==> config.mk <==
export PLATFORM = sky130hd
export DESIGN_NAME = rf_wb_arbiter
export DESIGN_NICKNAME = d
export VERILOG_FILES = /design/src/rtl/rf_wb_arbiter.sv
export SDC_FILE = /design/constraint.sdc
export NUM_CORES = 1
export LEC_CHECK = 0
export ABC_AREA = 1
export BUFFER_PORTS_ARGS = -buffer_cell sky130_fd_sc_hd__buf_2
export CORE_UTILIZATION = 55
export DETAILED_ROUTE_END_ITERATION = 16
export PLACE_DENSITY = 0.89
export REMOVE_ABC_BUFFERS = 1
export SETUP_SLACK_MARGIN = 0.02
export SYNTH_ARGS = -nofsm -noshare
export SYNTH_HDL_FRONTEND = slang
export SYNTH_SLANG_ARGS = --single-unit
==> constraint.sdc <==
create_clock -name clk -period 3.65 [get_ports clk]
set_input_delay 0.73 -clock clk [delete_from_list [all_inputs] [get_ports clk]]
set_output_delay 0.73 -clock clk [all_outputs]
set_load 0.005 [all_outputs]
==> src/rtl/rf_wb_arbiter.sv <==
// Register-file write-port owner: merges in-order WB results with buffered
// long-latency results and tracks pending long-latency destinations.
module rf_wb_arbiter #(
    parameter int unsigned FIFO_DEPTH = 2,
    parameter int unsigned STARVE_MAX = 8
) (
    input  logic        clk,
    input  logic        rst,
    input  logic        wb_valid,
    input  logic [4:0]  wb_rd,
    input  logic [31:0] wb_data,
    input  logic        ll_issue,
    input  logic [4:0]  ll_issue_rd,
    input  logic        ll_valid,
    input  logic [4:0]  ll_rd,
    input  logic [31:0] ll_data,
    output logic        ll_ready,
    input  logic [4:0]  rs1,
    input  logic [4:0]  rs2,
    output logic        raw_stall,
    output logic [31:0] pend_mask,
    output logic        wb_hold,
    output logic        sb_err,
    output logic        rf_wr,
    output logic [4:0]  rf_a3,
    output logic [31:0] rf_wd
);
    localparam int unsigned PTR_W = (FIFO_DEPTH > 1) ? $clog2(FIFO_DEPTH) : 1;
    localparam int unsigned CNT_W = PTR_W + 1;
    localparam int unsigned STV_W = $clog2(STARVE_MAX + 1);

    typedef struct packed {
        logic [4:0]  rd;
        logic [31:0] data;
    } ll_entry_t;

    ll_entry_t        mem [FIFO_DEPTH];
    logic [PTR_W-1:0] rd_ptr, wr_ptr;
    logic [CNT_W-1:0] count, count_nxt;
    logic [STV_W-1:0] starve_cnt, starve_nxt;
    logic [31:0]      pend, pend_nxt, set_mask, clr_mask;
    ll_entry_t        head;
    logic             empty, full, pop, push;
    logic             sel_valid, issue_conflict, err_set;
    logic [4:0]       sel_rd;
    logic [31:0]      sel_data;

    // Port selection, FIFO handshake, scoreboard and starvation next-state
    always_comb begin
        empty     = (count == '0);
        full      = (count == CNT_W'(FIFO_DEPTH));
        head      = mem[rd_ptr];
        pop       = !wb_valid && !empty;
        ll_ready  = !full || pop;
        push      = ll_valid && ll_ready;
        sel_valid = wb_valid || pop;
        sel_rd    = wb_valid ? wb_rd : head.rd;
        sel_data  = wb_valid ? wb_data : head.data;

        count_nxt = count;
        case ({push, pop})
            2'b10:   count_nxt = count + CNT_W'(1);
            2'b01:   count_nxt = count - CNT_W'(1);
            default: count_nxt = count;
        endcase

        set_mask = '0;
        clr_mask = '0;
        if (ll_issue && ll_issue_rd != 5'd0) set_mask = 32'h1 << ll_issue_rd;
        if (pop && head.rd != 5'd0)          clr_mask = 32'h1 << head.rd;
        pend_nxt = ((pend & ~clr_mask) | set_mask) & ~32'h1;

        issue_conflict = ll_issue && (ll_issue_rd != 5'd0) && pend[ll_issue_rd];
        err_set        = issue_conflict && !clr_mask[ll_issue_rd];
        raw_stall      = ((rs1 != 5'd0) && pend[rs1]) ||
                         ((rs2 != 5'd0) && pend[rs2]) || issue_conflict;

        // Non-empty and not popping means wb_valid is blocking the head
        starve_nxt = starve_cnt;
        if (empty || pop)                          starve_nxt = '0;
        else if (starve_cnt != STV_W'(STARVE_MAX)) starve_nxt = starve_cnt + STV_W'(1);
    end

    // Result buffer storage; contents are only meaningful under count
    always_ff @(posedge clk) begin
        if (push) mem[wr_ptr] <= '{rd: ll_rd, data: ll_data};
    end

    always_ff @(posedge clk or posedge rst) begin
        if (rst) begin
            rd_ptr     <= '0;
            wr_ptr     <= '0;
            count      <= '0;
            starve_cnt <= '0;
            pend       <= '0;
            wb_hold    <= 1'b0;
            sb_err     <= 1'b0;
            rf_wr      <= 1'b0;
            rf_a3      <= '0;
            rf_wd      <= '0;
        end else begin
            if (push) wr_ptr <= wr_ptr + PTR_W'(1);
            if (pop)  rd_ptr <= rd_ptr + PTR_W'(1);
            count      <= count_nxt;
            starve_cnt <= starve_nxt;
            pend       <= pend_nxt;
            wb_hold    <= (starve_nxt == STV_W'(STARVE_MAX));
            if (err_set) sb_err <= 1'b1;
            // rd==0 is consumed without a write; address/data still track it
            rf_wr <= sel_valid && (sel_rd != 5'd0);
            if (sel_valid) begin
                rf_a3 <= sel_rd;
                rf_wd <= sel_data;
            end
        end
    end

    assign pend_mask = pend;
endmodule
### After elaboration in Yosys (flattened, before gate mapping)

Memories as Yosys holds them, arrays and structs flattened.
Cells that the tools add are included.
W data, S select, Z words.

| storage, ports and cells | value |
|---|---|
| word-level logic and storage cells | 71 |
| bits in registers | 79 |
| memories kept | 1 |
| memory bits (writable) | 74 |
| input bits | 94 |

Memories:

| memory | depth | width | rd ports | clocked after Yosys merged registers in | write ports | RTL line | text |
|---|---|---|---|---|---|---|---|
| mem | 2 | 37 | 1 | 0 | 1 | 37 | `ll_entry_t mem [FIFO_DEPTH];` |

| cells by class | value |
|---|---|
| eq/ne operators | 5 |
| $add $sub $neg | 5 |
| reduce and logical (&&, ||, !) cells | 25 |
| multiplexer cells | 17 |
| shift-type cells | 2 |
| bitwise operators | 3 |
| magnitude comparators | 3 |

Operators with widths:

| kind | count |
|---|---|
| $mux W32 | 3 |
| $shl A1 B5 Y32 const A | 2 |
| $and A32 B32 Y32 | 1 |
| $not A32 Y32 | 1 |
| $or A32 B32 Y32 | 1 |
| $reduce_bool A5 Y1 | 5 |
| $bmux W1 S5 | 4 |
| $lt A5 B6 Y1 const B | 3 |
| $logic_and A1 B1 Y1 | 9 |
| $mux W4 | 2 |
| $mux W1 | 6 |
| $logic_or A1 B1 Y1 | 5 |
| $mux W5 | 1 |
| $add A4 B1 Y4 const B | 1 |
| $eq A2 B2 Y1 const B | 2 |
| $eq A4 B4 Y1 const B | 1 |
| $logic_not A1 Y1 | 4 |
| $ne A4 B4 Y1 const B | 1 |
| $pmux W2 S2 | 1 |
| $add A1 B1 Y1 const B | 2 |
| $add A2 B1 Y2 const B | 1 |
| $eq A2 B1 Y1 const B | 1 |
| $logic_not A2 Y1 | 1 |
| $reduce_bool A2 Y1 | 1 |
| $sub A2 B1 Y2 const B | 1 |

### Depth between registers and ports, before layout

Gate-level depths: netlist of run 1.

| logic depth | value |
|---|---|
| word-level depth | 9 |
| depth in mapped cells | 18 |
| gate-level depth less buffers | 16 |

### Worst setup path before layout of run 1

OpenSTA, ideal clock, no wires.

| timing | value |
|---|---|
| kind | in2reg |
| from | input wb_valid |
| to | memory mem[1][0] in the netlist's numbering (enable) |
| path buffers | 0 |
| stages | 5 |
| arrival | 2.693 ns |
| required time | 3.217 ns |
| setup time | 0.433 ns |
| slack | 0.524 ns |
| cell sequence | inv_2 nor2_1 nand2_1 nand2_1 nor2_1 |

| between the ends | value |
|---|---|
| cells in the longest elaborated chain, start to end | 6 |

RTL lines:

| element | RTL line | text |
|---|---|---|
| start: declaration | 9 | `input logic wb_valid,` |
| $logic_not A1 Y1 | 53 | `pop = !wb_valid && !empty;` |
| $logic_and A1 B1 Y1 | 53 |  |
| $logic_or A1 B1 Y1 | 54 | `ll_ready = !full \|\| pop;` |
| via ll_ready | 17 | `output logic ll_ready,` |
| $logic_and A1 B1 Y1 | 55 | `push = ll_valid && ll_ready;` |
| $mux W1 | 86 | `if (push) mem[wr_ptr] <= '{rd: ll_rd, data: ll_data};` |
| $mux W1 (implied by the code) | 86 |  |
| end: declaration | 37 |  |

The timed path passes the listed nets, and every way through them passes these cells.

### Final worst setup path of run 1

| timing | value |
|---|---|
| from | input ll_issue_rd[1] |
| to | output raw_stall |

| between the ends | value |
|---|---|
| cells in the longest elaborated chain, start to end | 4 |
| elaborated cells between the ends (all ways) | 6 |
| classes of those cells | 2 x mux; 4 x reduce/logical |

RTL lines:

| element | RTL line | text |
|---|---|---|
| start: declaration | 13 | `input logic [4:0] ll_issue_rd,` |
| $bmux W1 S5 or $reduce_bool A5 Y1 (tied branches) | 73 | `issue_conflict = ll_issue && (ll_issue_rd != 5'd0) && pend[ll_issue_rd];` |
| $mux W1 (implied by the code) or $logic_and A1 B1 Y1 (tied branches) | 73 |  |
| $logic_and A1 B1 Y1 * | 73 |  |
| $logic_or A1 B1 Y1 * | 76 | `((rs2 != 5'd0) && pend[rs2]) \|\| issue_conflict;` |
| end: declaration | 20 | `output logic raw_stall,` |

Mark *: on every way between the ends. The rest lies on a longest branch, timed or not. The select of a mux whose other input is x is not followed.

==> qor.csv, run 1 <==
metric,value,unit
worstMarginPinSlew,1.04,ns
synth_top_area_share,28.9,%
nFillCells,1057,
tritoncts,built,
grt_pass1_wl,37300,um
yosys-mux-area-fraction,0,%
crit_chain,buf_2 > inv_1 > nand2_1 > clkinv_1 > a21oi_1 > o211ai_1 > nand3_1 > nand3_1 > nand2_1 > nor2_1 > nand3b_1 > buf_2,
power_leakage,4.09,nW
power.density,742,mW/mm^2
grt_pass1_vias,7187,
overflow,0,
layout_min_cycle_time,3.11,ns
initial_core_util,57.1,%
maxUsedRoutingLayer,met5,
wl_met2,11300,um
dieArea,0.0144,mm^2
wire_per_inst,19.1,um
hpwl,16000,um
worst_setup_path_end_kind,primary output,
nNetsFinal,1128,
num_antenna_cells,0,
rows,42,
antenna_found_initial,1,
crit_required,2.92,ns
placement.io_buffers,166,
syn_area,0.00768,mm^2
setup_viol,0,
clk_latency,0.43,ns
r2r-start,rd_ptr$_DFFE_PP0P_,
ys.warnings.count,0,
root_buffer,clkbuf_16,
startpoint_type,input pin,
ys_ff_latch,153,
drive_gt1_share,24.4,%
cp_num_cells,12,
r2r_cells,14,
max-slew-margin-rel,30.4,%
rrSetupSlack,1.08,ns
yosys_most_used_dff,dfrtp_1,
critPathMaxStageDelay,0.34,ns
ctsResizeCount,0,
fin_area,0.00925,mm^2
synth-simple-area-share,21.9,%
yosysSeqAreaShare,54.7,%
critPathCapture,raw_stall,
wl_met1,8590,um
hold_violations,0,
r2r-end,sb_err$_DFFE_PP0P_,
cts_hold_buf,0,
boundaryPins,168,
synth_top_family_by_area,simple AND/OR/NAND/NOR gates,
crit_arrival,2.38,ns
dr.pass1.iters,6,
cp-startpoint,ll_issue_rd[1],
htree_levels,4,
post_cts_buffers,0,
async_flop_share,51.6,%
vias,7341,
criticalPathCategory,input pin to primary output,
utilization,68.7,%
grt_max_degree,64,
route.detailed.drc,0,
worst-path-buf-inv,4,
synth-compound-area-share,16.2,%
routed_wl,23300,um
grt.total_usage,34.0,%
synth_xor_area_share,0.456,%
drt_iter0_drc,649,
synth_fa_ha_area_share,0.489,%
critPathSlowestCell,clkinv_1,
worstPathMaxFanout,10,
status,"finished, final reports clean",
synth-edff-count,74,
cts_buffers,17,
critPathTopFamily,simple AND/OR/NAND/NOR gates,
core_area,0.0135,mm^2
place_area,0.00866,mm^2
peakVddDrop,0.543,mV
drv_slew,0,
cts.sinks,153,
fin_setup_tns,0,ns
maxCapViolations,0,
ant_nets,0,
synth_area_per_cell,8.81,um^2
die_x,120,um
hp-class,input pin to asynchronous set/reset pin,
die_y,120,um
fin_crit_sh,85.3,%
fmax,321,MHz
yosys-top-cells-area,"edfxtp_1, dfrtp_1, nand2_1",
finalClockSkew,0.0115,ns
yosysUniqueCellTypes,48,
clk_pin_slew_worst_paths,0.06,ns
cts_buffer_depth,2,
netlist_instances,872,
vias_per_cell,6.02,
finalWeightedCongestion,0.959,
yosysTopAreaCell,edfxtp_1,
rsz0062_at_grt,no,
area_delta_synth_final,20.4,%
route.met3.wl,2520,um
-- metal layers --
metal | global-route usage, % | vias to the layer above
li1 | - | 3295
met1 | 42.4 | 3428
met2 | 55.5 | 517
met3 | 8.40 | 99
met4 | 16.4 | 2
met5 | 0 | -
-- Yosys cell counts (3+ instances only) --
cell and n:
nand2_1 207, o21ai_0 104, dfrtp_1 79, edfxtp_1 74
a21oi_1 72, inv_1 72, nor2_1 71, nand3_1 39
clkbuf_1 29, nand2_2 12, nand4_1 12, o22ai_1 12
o311ai_0 11, nor2_2 7, nor3_1 6, o211ai_1 5
nand3_2 4, a22oi_1 3, buf_6 3, ha_1 3
inv_2 3, nand2_4 3, o21ai_1 3, o21bai_1 3
-- state kept, by name, indices dropped and copies added (netlist names) --
name        count
count           2
mem            74
pend_mask      31
rd_ptr          1
rf_a3           5
rf_wd          32
rf_wr           1
sb_err          1
starve_cnt      4
wb_hold         1
wr_ptr          1
-- logic make-up after synthesis --
logic type	after synthesis
buffers and inverters	116
other	1
DFF	153
xor gates and xnor gates	4
AOI/OAI and AO/OA	223
and+or+nand+nor	372
adders and majority gates	3
-- how the worst min path moves through the flow --
stage	from	end	slack [ns]
after floorplan	sb_err$_DFFE_PP0P_	sb_err$_DFFE_PP0P_	0.46
after global placement	sb_err$_DFFE_PP0P_	sb_err$_DFFE_PP0P_	0.45
after detailed placement	sb_err$_DFFE_PP0P_	sb_err$_DFFE_PP0P_	0.45
after CTS	rst	wb_hold$_DFF_PP0_	0.42
after global routing	rst	wb_hold$_DFF_PP0_	0.45
final	rst	wb_hold$_DFF_PP0_	0.39
-- where the power goes --
group          total, W  switching, W  internal, W  leakage, nW
clock network   0.00174      0.000771     0.000966        0.279
registers       0.00286      0.000478      0.00238         1.63
logic           0.00227       0.00149     0.000772         2.18
total           0.00687       0.00274      0.00412         4.09
-- layout make-up --
cell class                      instances  area [um^2]  share of cell area [%]
Timing Repair Buffer                  178          921                    9.96
Tap cell                              176          220                    2.38
Sequential cell                       153         4200                    45.4
Inverter                               78          297                    3.21
Clock inverter                         15          164                    1.77
Multi-Input combinational cell        603         3020                    32.7
Clock buffer                           17          425                    4.60
-- worst reg2reg max path: cells and delay by family, from the launching register on --
family / cells / cell delay [ns]
simple gates: 12 / 1.27
flops: 1 / 0.56
compound gates: 1 / 0.20
buf+inv: 1 / 0.43
-- layout by cell type (no fill, tap or decap), drive strengths merged, types with 3 or more instances in the layout --
cell type	Yosys	layout
clkbuf	29	17
o22ai	12	12
nor2	82	82
clkinvlp	0	3
buf	9	178
ha	3	3
nand4	13	13
o311ai	11	11
a21oi	72	72
inv	76	81
clkinv	2	8
nand2	223	223
edfxtp	74	74
o21bai	3	3
a22oi	3	3
o211ai	5	5
dfrtp	79	79
o21ai	109	109
nand3	44	44
nor3	8	8
-- metrics by stage --
step	instances	setup slack, ns	hold WS, ns	power [W]
2_1_floorplan	834	0.524	0.457	0.00403
3_3_place_gp	1188	0.637	0.449	0.00498
3_5_place_dp	1188	0.586	0.452	0.00506
4_1_cts	1220	0.589	0.423	0.00683
5_1_grt	1220	0.377	0.447	0.00722
6_report	1220	0.538	0.387	0.00687
(Power assumes the default switching activity.)
==> run 2: changes to the inputs <==
Settings changed: BUFFER_PORTS_ARGS -buffer_cell sky130_fd_sc_hd__buf_2 to default, CORE_UTILIZATION 55 to 62, DONT_BUFFER_PORTS from default to 1, PLACE_DENSITY 0.89 to default, PLACE_DENSITY_LB_ADDON from default to 0.1, SLEW_MARGIN from default to 40.
==> qor.csv, run 2 (synthesis gave the netlist of run 1 again) <==
metric,value,unit,change
status,"finished, final reports clean",,unchanged
cts_buffer_depth,2,,unchanged
hp-class,input pin to asynchronous set/reset pin,,unchanged
max-slew-margin-rel,50.2,%,was 30.4%
drive_gt1_share,9.28,%,was 24.4%
power.density,766,mW/mm^2,was 742 mW/mm^2
hold_slack,0.206,ns,was 0.387 ns
ant_nets,0,,unchanged
setup_viol,0,,unchanged
overflow,0,,unchanged
fin_area,0.00836,mm^2,was 0.00925 mm^2
final_cell_mix,"nand2_1, o21ai_0, dfrtp_1",,"was nand2_1, buf_2, o21ai_0"
rows,40,,was 42
antenna_found_initial,0,,was 1
crit_required,2.92,ns,about the same
critPathMaxStageDelay,0.37,ns,was 0.34 ns
dieArea,0.0128,mm^2,was 0.0144 mm^2
htree_levels,4,,unchanged
num_antenna_cells,0,,unchanged
maxCapViolations,0,,unchanged
p_int,0.00391,W,was 0.00412 W
die_x,113,um,was 120 um
largest_register_ffs,74,,unchanged
cts.sinks,153,,unchanged
grt_pass1_vias,6219,,was 7187
power.net_switching,0.00249,W,was 0.00274 W
finalWeightedCongestion,0.949,,was 0.959
peakVddDrop,0.523,mV,was 0.543 mV
placement.io_buffers,0,,was 166
root_buffer,clkbuf_16,,unchanged
die_y,113,um,was 120 um
rsz0062_at_grt,no,,unchanged
dp_cells,1009,,was 1188
pwr-share-comb,27.6,%,was 33.0%
hold_violations,0,,unchanged
grt_max_degree,64,,unchanged
dr.pass1.iters,5,,was 6
route.detailed.drc,0,,unchanged
nNetsFinal,957,,was 1128
cp-startpoint,ll_issue_rd[1],,unchanged
utilization,69.3,%,was 68.7%
seqPwrFrac,45.8,%,was 41.7%
worst_setup_path_end_kind,primary output,,unchanged
critPathTopFamily,simple AND/OR/NAND/NOR gates,,unchanged
post_cts_buffers,0,,unchanged
r2r-start,rd_ptr$_DFFE_PP0P_,,unchanged
routed_wl,20900,um,was 23300 um
cts_hold_buf,0,,unchanged
layout_commonest_cell,nand2_1,,unchanged
area_delta_synth_final,8.81,%,was 20.4%
place_area,0.00778,mm^2,was 0.00866 mm^2
cts_buffers,17,,unchanged
worstMarginPinSlew,0.747,ns,was 1.04 ns
clk_latency,0.43,ns,about the same
drt_iter0_drc,565,,was 649
fmax,343,MHz,was 321 MHz
wire_per_inst,20.1,um,was 19.1 um
clockPowerShare,26.6,%,was 25.3%
fin_crit_sh,79.8,%,was 85.3%
grt.total_usage,33.7,%,was 34.0%
boundaryPins,168,,unchanged
finalClockSkew,0.0191,ns,was 0.0115 ns
worstPathMaxFanout,10,,unchanged
crit_arrival,2.18,ns,was 2.38 ns
ctsResizeCount,0,,unchanged
worst-path-buf-inv,2,,was 4
swShare,38.9,%,was 40.0%
vias_per_cell,6.14,,was 6.02
instances_no_fill,1041,,was 1220
drv_slew,0,,unchanged
fin_setup_tns,0,ns,unchanged
core_area,0.0121,mm^2,was 0.0135 mm^2
top_register,mem,,unchanged
grt_pass1_wl,32600,um,was 37300 um
initial_core_util,63.7,%,was 57.1%
clk_pin_slew_worst_paths,0.06,ns,about the same
crit_chain,inv_1 > nand2_1 > clkinv_1 > nand2_1 > o22ai_1 > a21oi_1 > a21oi_1 > nor2_1 > nor2_1 > nand3b_1,,was buf_2 > inv_1 > nand2_1 > clkinv_1 > a21oi_1 > o211ai_1 > nand3_1 > nand3_1 > nand2_1 > nor2_1 > nand3b_1 > buf_2
layout_min_cycle_time,2.91,ns,was 3.11 ns
startpoint_type,input pin,,unchanged
hpwl,14500,um,was 16000 um
critPathSlowestCell,clkinv_1,,unchanged
criticalPathCategory,input pin to primary output,,unchanged
vias,6390,,was 7341
tritoncts,built,,unchanged
power_leakage,3.40,nW,was 4.09 nW
==> run 2: cell count changes in the layout (fill, tap and decap cells not counted), sizes merged <==
| cell | delta |
|---|---|
| buf | -171 |
| clkinv | +1 |
| clkbuf | +2 |
| clkinvlp | -1 |
| inv | -3 |
| bufinv | +1 |
==> run 2: routing by layer <==
metal  track usage, %  wire [um]
met1             41.0       8040
met5                0          0
met4             15.3        671
met3             10.1       1970
met2             55.7      10300
==> run 2: final cells by class <==
type | count | area, um^2
clock buffers | 19 | 433
flip-flops and latches | 153 | 4200
clock inverters | 13 | 141
repair buffers | 7 | 52.6
inverters | 78 | 302
fillers | 924 | 3700
multi-input cells | 603 | 3020
well taps | 168 | 210
==> run 2: path summary, 6_finish.rpt <==
| path | to | slack [ns] | cells past startpoint |
|---|---|---|---|
| min reg2reg | sb_err$_DFFE_PP0P_ | 0.51 | 2 |
| max in group asynchronous | pend_mask[6]$_DFF_PP0_ | 2.70 | 2 |
| max reg2reg | sb_err$_DFFE_PP0P_ | 1.10 | 14 |
| min | starve_cnt[2]$_DFF_PP0_ | 0.21 | 1 |
| min in group clk | mem[1][14]$_DFFE_PP_ | 0.39 | 0 |
| max | raw_stall | 0.74 | 10 |
==> run 2: metrics by stage <==
stage / total power [W] / worst slack (ns)
floorplan: 0.00403 / 0.524
global placement: 0.00459 / 0.860
detailed placement: 0.00467 / 0.802
CTS: 0.00639 / 0.808
global route: 0.00674 / 0.607
finish: 0.00640 / 0.736
==> run 2: worst register-to-register path, cell delays in order (launching register included) <==
cell	delay [ns]
dfrtp_2	0.39
buf_4	0.44
nand2_1	0.14
nand2_2	0.31
inv_1	0.21
nor2_4	0.22
nand2_1	0.13
nor2_1	0.11
nor2_1	0.05
nand2_1	0.05
nand3_1	0.06
nand2_1	0.10
nand2_1	0.06
nand3_1	0.10
nand2_1	0.06
==> run 2: power groups by stage <==
stage,combinational [W],sequential (W),clock [W]
final,0.00177,0.00293,0.00171
after detailed placement,0.00173,0.00294,0
after global routing,0.00197,0.00298,0.00179
after floorplan,0.00124,0.00279,0
after CTS,0.00176,0.00292,0.00172
after global placement,0.00167,0.00292,0
==> run 3: changes to the inputs <==
Clock period 3.65 ns to 2.78 ns, I/O delays scaled along.
==> qor.csv, run 3 (synthesis gave the netlist of run 1 again) <==
metric,value,unit,change
place_area,0.00784,mm^2,was 0.00778 mm^2
grt_pass1_wl,32600,um,about the same
htree_levels,4,,unchanged
instances_no_fill,1047,,was 1041
ant_nets,0,,unchanged
worstPathMaxFanout,10,,unchanged
route.detailed.drc,0,,unchanged
worstMarginPinSlew,0.729,ns,was 0.747 ns
layout_commonest_cell,nand2_1,,unchanged
crit_arrival,1.96,ns,was 2.18 ns
drive_gt1_share,10.1,%,was 9.28%
area_delta_synth_final,10.0,%,was 8.81%
core_area,0.0121,mm^2,unchanged
dr.pass1.iters,5,,unchanged
rsz0062_at_grt,no,,unchanged
power.density,1010,mW/mm^2,was 766 mW/mm^2
fin_crit_sh,90.3,%,
criticalPathCategory,input pin to primary output,,unchanged
routed_wl,20600,um,was 20900 um
cts_buffer_depth,2,,unchanged
fmax,398,MHz,
hold_violations,0,,unchanged
critPathSlowestCell,clkinv_1,,unchanged
finalClockSkew,0.00632,ns,was 0.0191 ns
setup_viol,0,,unchanged
layout_min_cycle_time,2.51,ns,
critPathMaxStageDelay,0.34,ns,was 0.37 ns
drt_iter0_drc,553,,was 565
peakVddDrop,0.616,mV,was 0.523 mV
num_antenna_cells,0,,unchanged
post_cts_buffers,0,,unchanged
r2r-start,rd_ptr$_DFFE_PP0P_,,unchanged
status,"finished, final reports clean",,unchanged
boundaryPins,168,,unchanged
power_leakage,3.45,nW,was 3.40 nW
tritoncts,built,,unchanged
antenna_found_initial,0,,unchanged
crit_required,2.22,ns,was 2.92 ns
final_cell_mix,"nand2_1, o21ai_0, dfrtp_1",,unchanged
worst_setup_path_end_kind,primary output,,unchanged
clk_pin_slew_worst_paths,0.06,ns,about the same
cts.sinks,153,,unchanged
grt_max_degree,64,,unchanged
nNetsFinal,963,,was 957
cts_hold_buf,0,,unchanged
hp-class,input pin to asynchronous set/reset pin,,unchanged
cp-startpoint,ll_issue_rd[1],,unchanged
crit_chain,inv_1 > nand2_1 > clkinv_1 > a22oi_1 > o2111ai_1 > nand3_1 > nand3_1 > nand2_1 > nor2_1 > nand3b_1,,was inv_1 > nand2_1 > clkinv_1 > nand2_1 > o22ai_1 > a21oi_1 > a21oi_1 > nor2_1 > nor2_1 > nand3b_1
max-slew-margin-rel,51.4,%,was 50.2%
dieArea,0.0128,mm^2,unchanged
ctsResizeCount,0,,unchanged
maxCapViolations,0,,unchanged
cts_buffers,17,,unchanged
largest_register_ffs,74,,unchanged
hpwl,14600,um,was 14500 um
vias_per_cell,6.20,,was 6.14
grt_pass1_vias,6444,,was 6219
startpoint_type,input pin,,unchanged
vias,6491,,was 6390
overflow,0,,unchanged
total_power,0.00856,W,was 0.00640 W
clk_latency,0.42,ns,was 0.43 ns
dp_cells,1015,,was 1009
worst-path-buf-inv,2,,unchanged
root_buffer,clkbuf_16,,unchanged
drv_slew,0,,unchanged
rows,40,,unchanged
top_register,mem,,unchanged
grt.total_usage,33.6,%,was 33.7%
initial_core_util,63.7,%,unchanged
die_x,113,um,unchanged
die_y,113,um,unchanged
critPathTopFamily,simple AND/OR/NAND/NOR gates,,unchanged
finalWeightedCongestion,0.975,,was 0.949
fin_area,0.00845,mm^2,was 0.00836 mm^2
wire_per_inst,19.7,um,was 20.1 um
placement.io_buffers,0,,unchanged
run 3: cell count changes in the layout (fill, tap and decap cells not counted):
cell       before  now
bufinv_16       2    3
inv_6           4    6
buf_4           7   12
buf_12          0    1
clkinv_4        3    0
clkinv_1        3    2
inv_8           0    2
clkbuf_1        2    1
run 3: area by class of cell:
class                      instances  area (um^2)
clock buffer                      18          429
clock inverter                    14          185
fill                             899         3610
sequential                       153         4200
multi-input combinational        603         3020
timing repair buffer              13          110
tap                              168          210
inverter                          78          298
run 3: worst paths after layout:
kind	slack, ns	end	cells after the start
worst max-delay path	0.27	raw_stall	10
worst min-delay path	0.1	starve_cnt[1]$_DFF_PP0_	1
worst max register to register	0.56	sb_err$_DFFE_PP0P_	14
worst min register to register	0.51	rf_wd[16]$_DFFE_PP0P_	2
max in group asynchronous	2.02	rf_wd[28]$_DFFE_PP0P_	2
min in group clk	0.23	mem[0][24]$_DFFE_PP_	0
run 3: through the flow:
| step | hold slack [ns] | util (%) | setup TNS (ns) | setup WS, ns |
|---|---|---|---|---|
| after detailed placement | 0.501 | 65.0 | 0 | 0.291 |
| after global routing | 0.143 | 70.1 | 0 | 0.0501 |
| after CTS | 0.110 | 70.1 | 0 | 0.289 |
| final | 0.0954 | 70.1 | 0 | 0.268 |
| after floorplan | 0.457 | - | -11.62 | -0.172 |
| after global placement | 0.498 | 65.0 | 0 | 0.316 |
run 3: worst reg2reg max path, cell delays in order (launching register included):
cell and delay [ns]:
dfrtp_2 0.53, inv_4 0.15, nand2_1 0.12, nand2_2 0.11, nor2_1 0.19, nand4_2 0.22, nand3_1 0.20, nor2_1 0.06
nor2_1 0.15, nand2_1 0.07, nand2_1 0.06, nand2_1 0.08, nand2_1 0.08, nand3_1 0.06, nand2_1 0.08
run 3: metal layers:
layer | wire length [um] | up-vias | GRT usage, %
li1 | - | 2947 | -
met1 | 7590 | 3085 | 40.4
met2 | 10200 | 381 | 55.8
met3 | 2020 | 78 | 9.59
met4 | 792 | 0 | 16.4
met5 | 0 | - | 0
run 3: where the power goes:
part           internal (W)  switching (W)  leakage [nW]
registers           0.00313       0.000737          1.63
logic              0.000690        0.00162          1.53
clock network       0.00144       0.000946         0.297
total               0.00526        0.00330          3.45
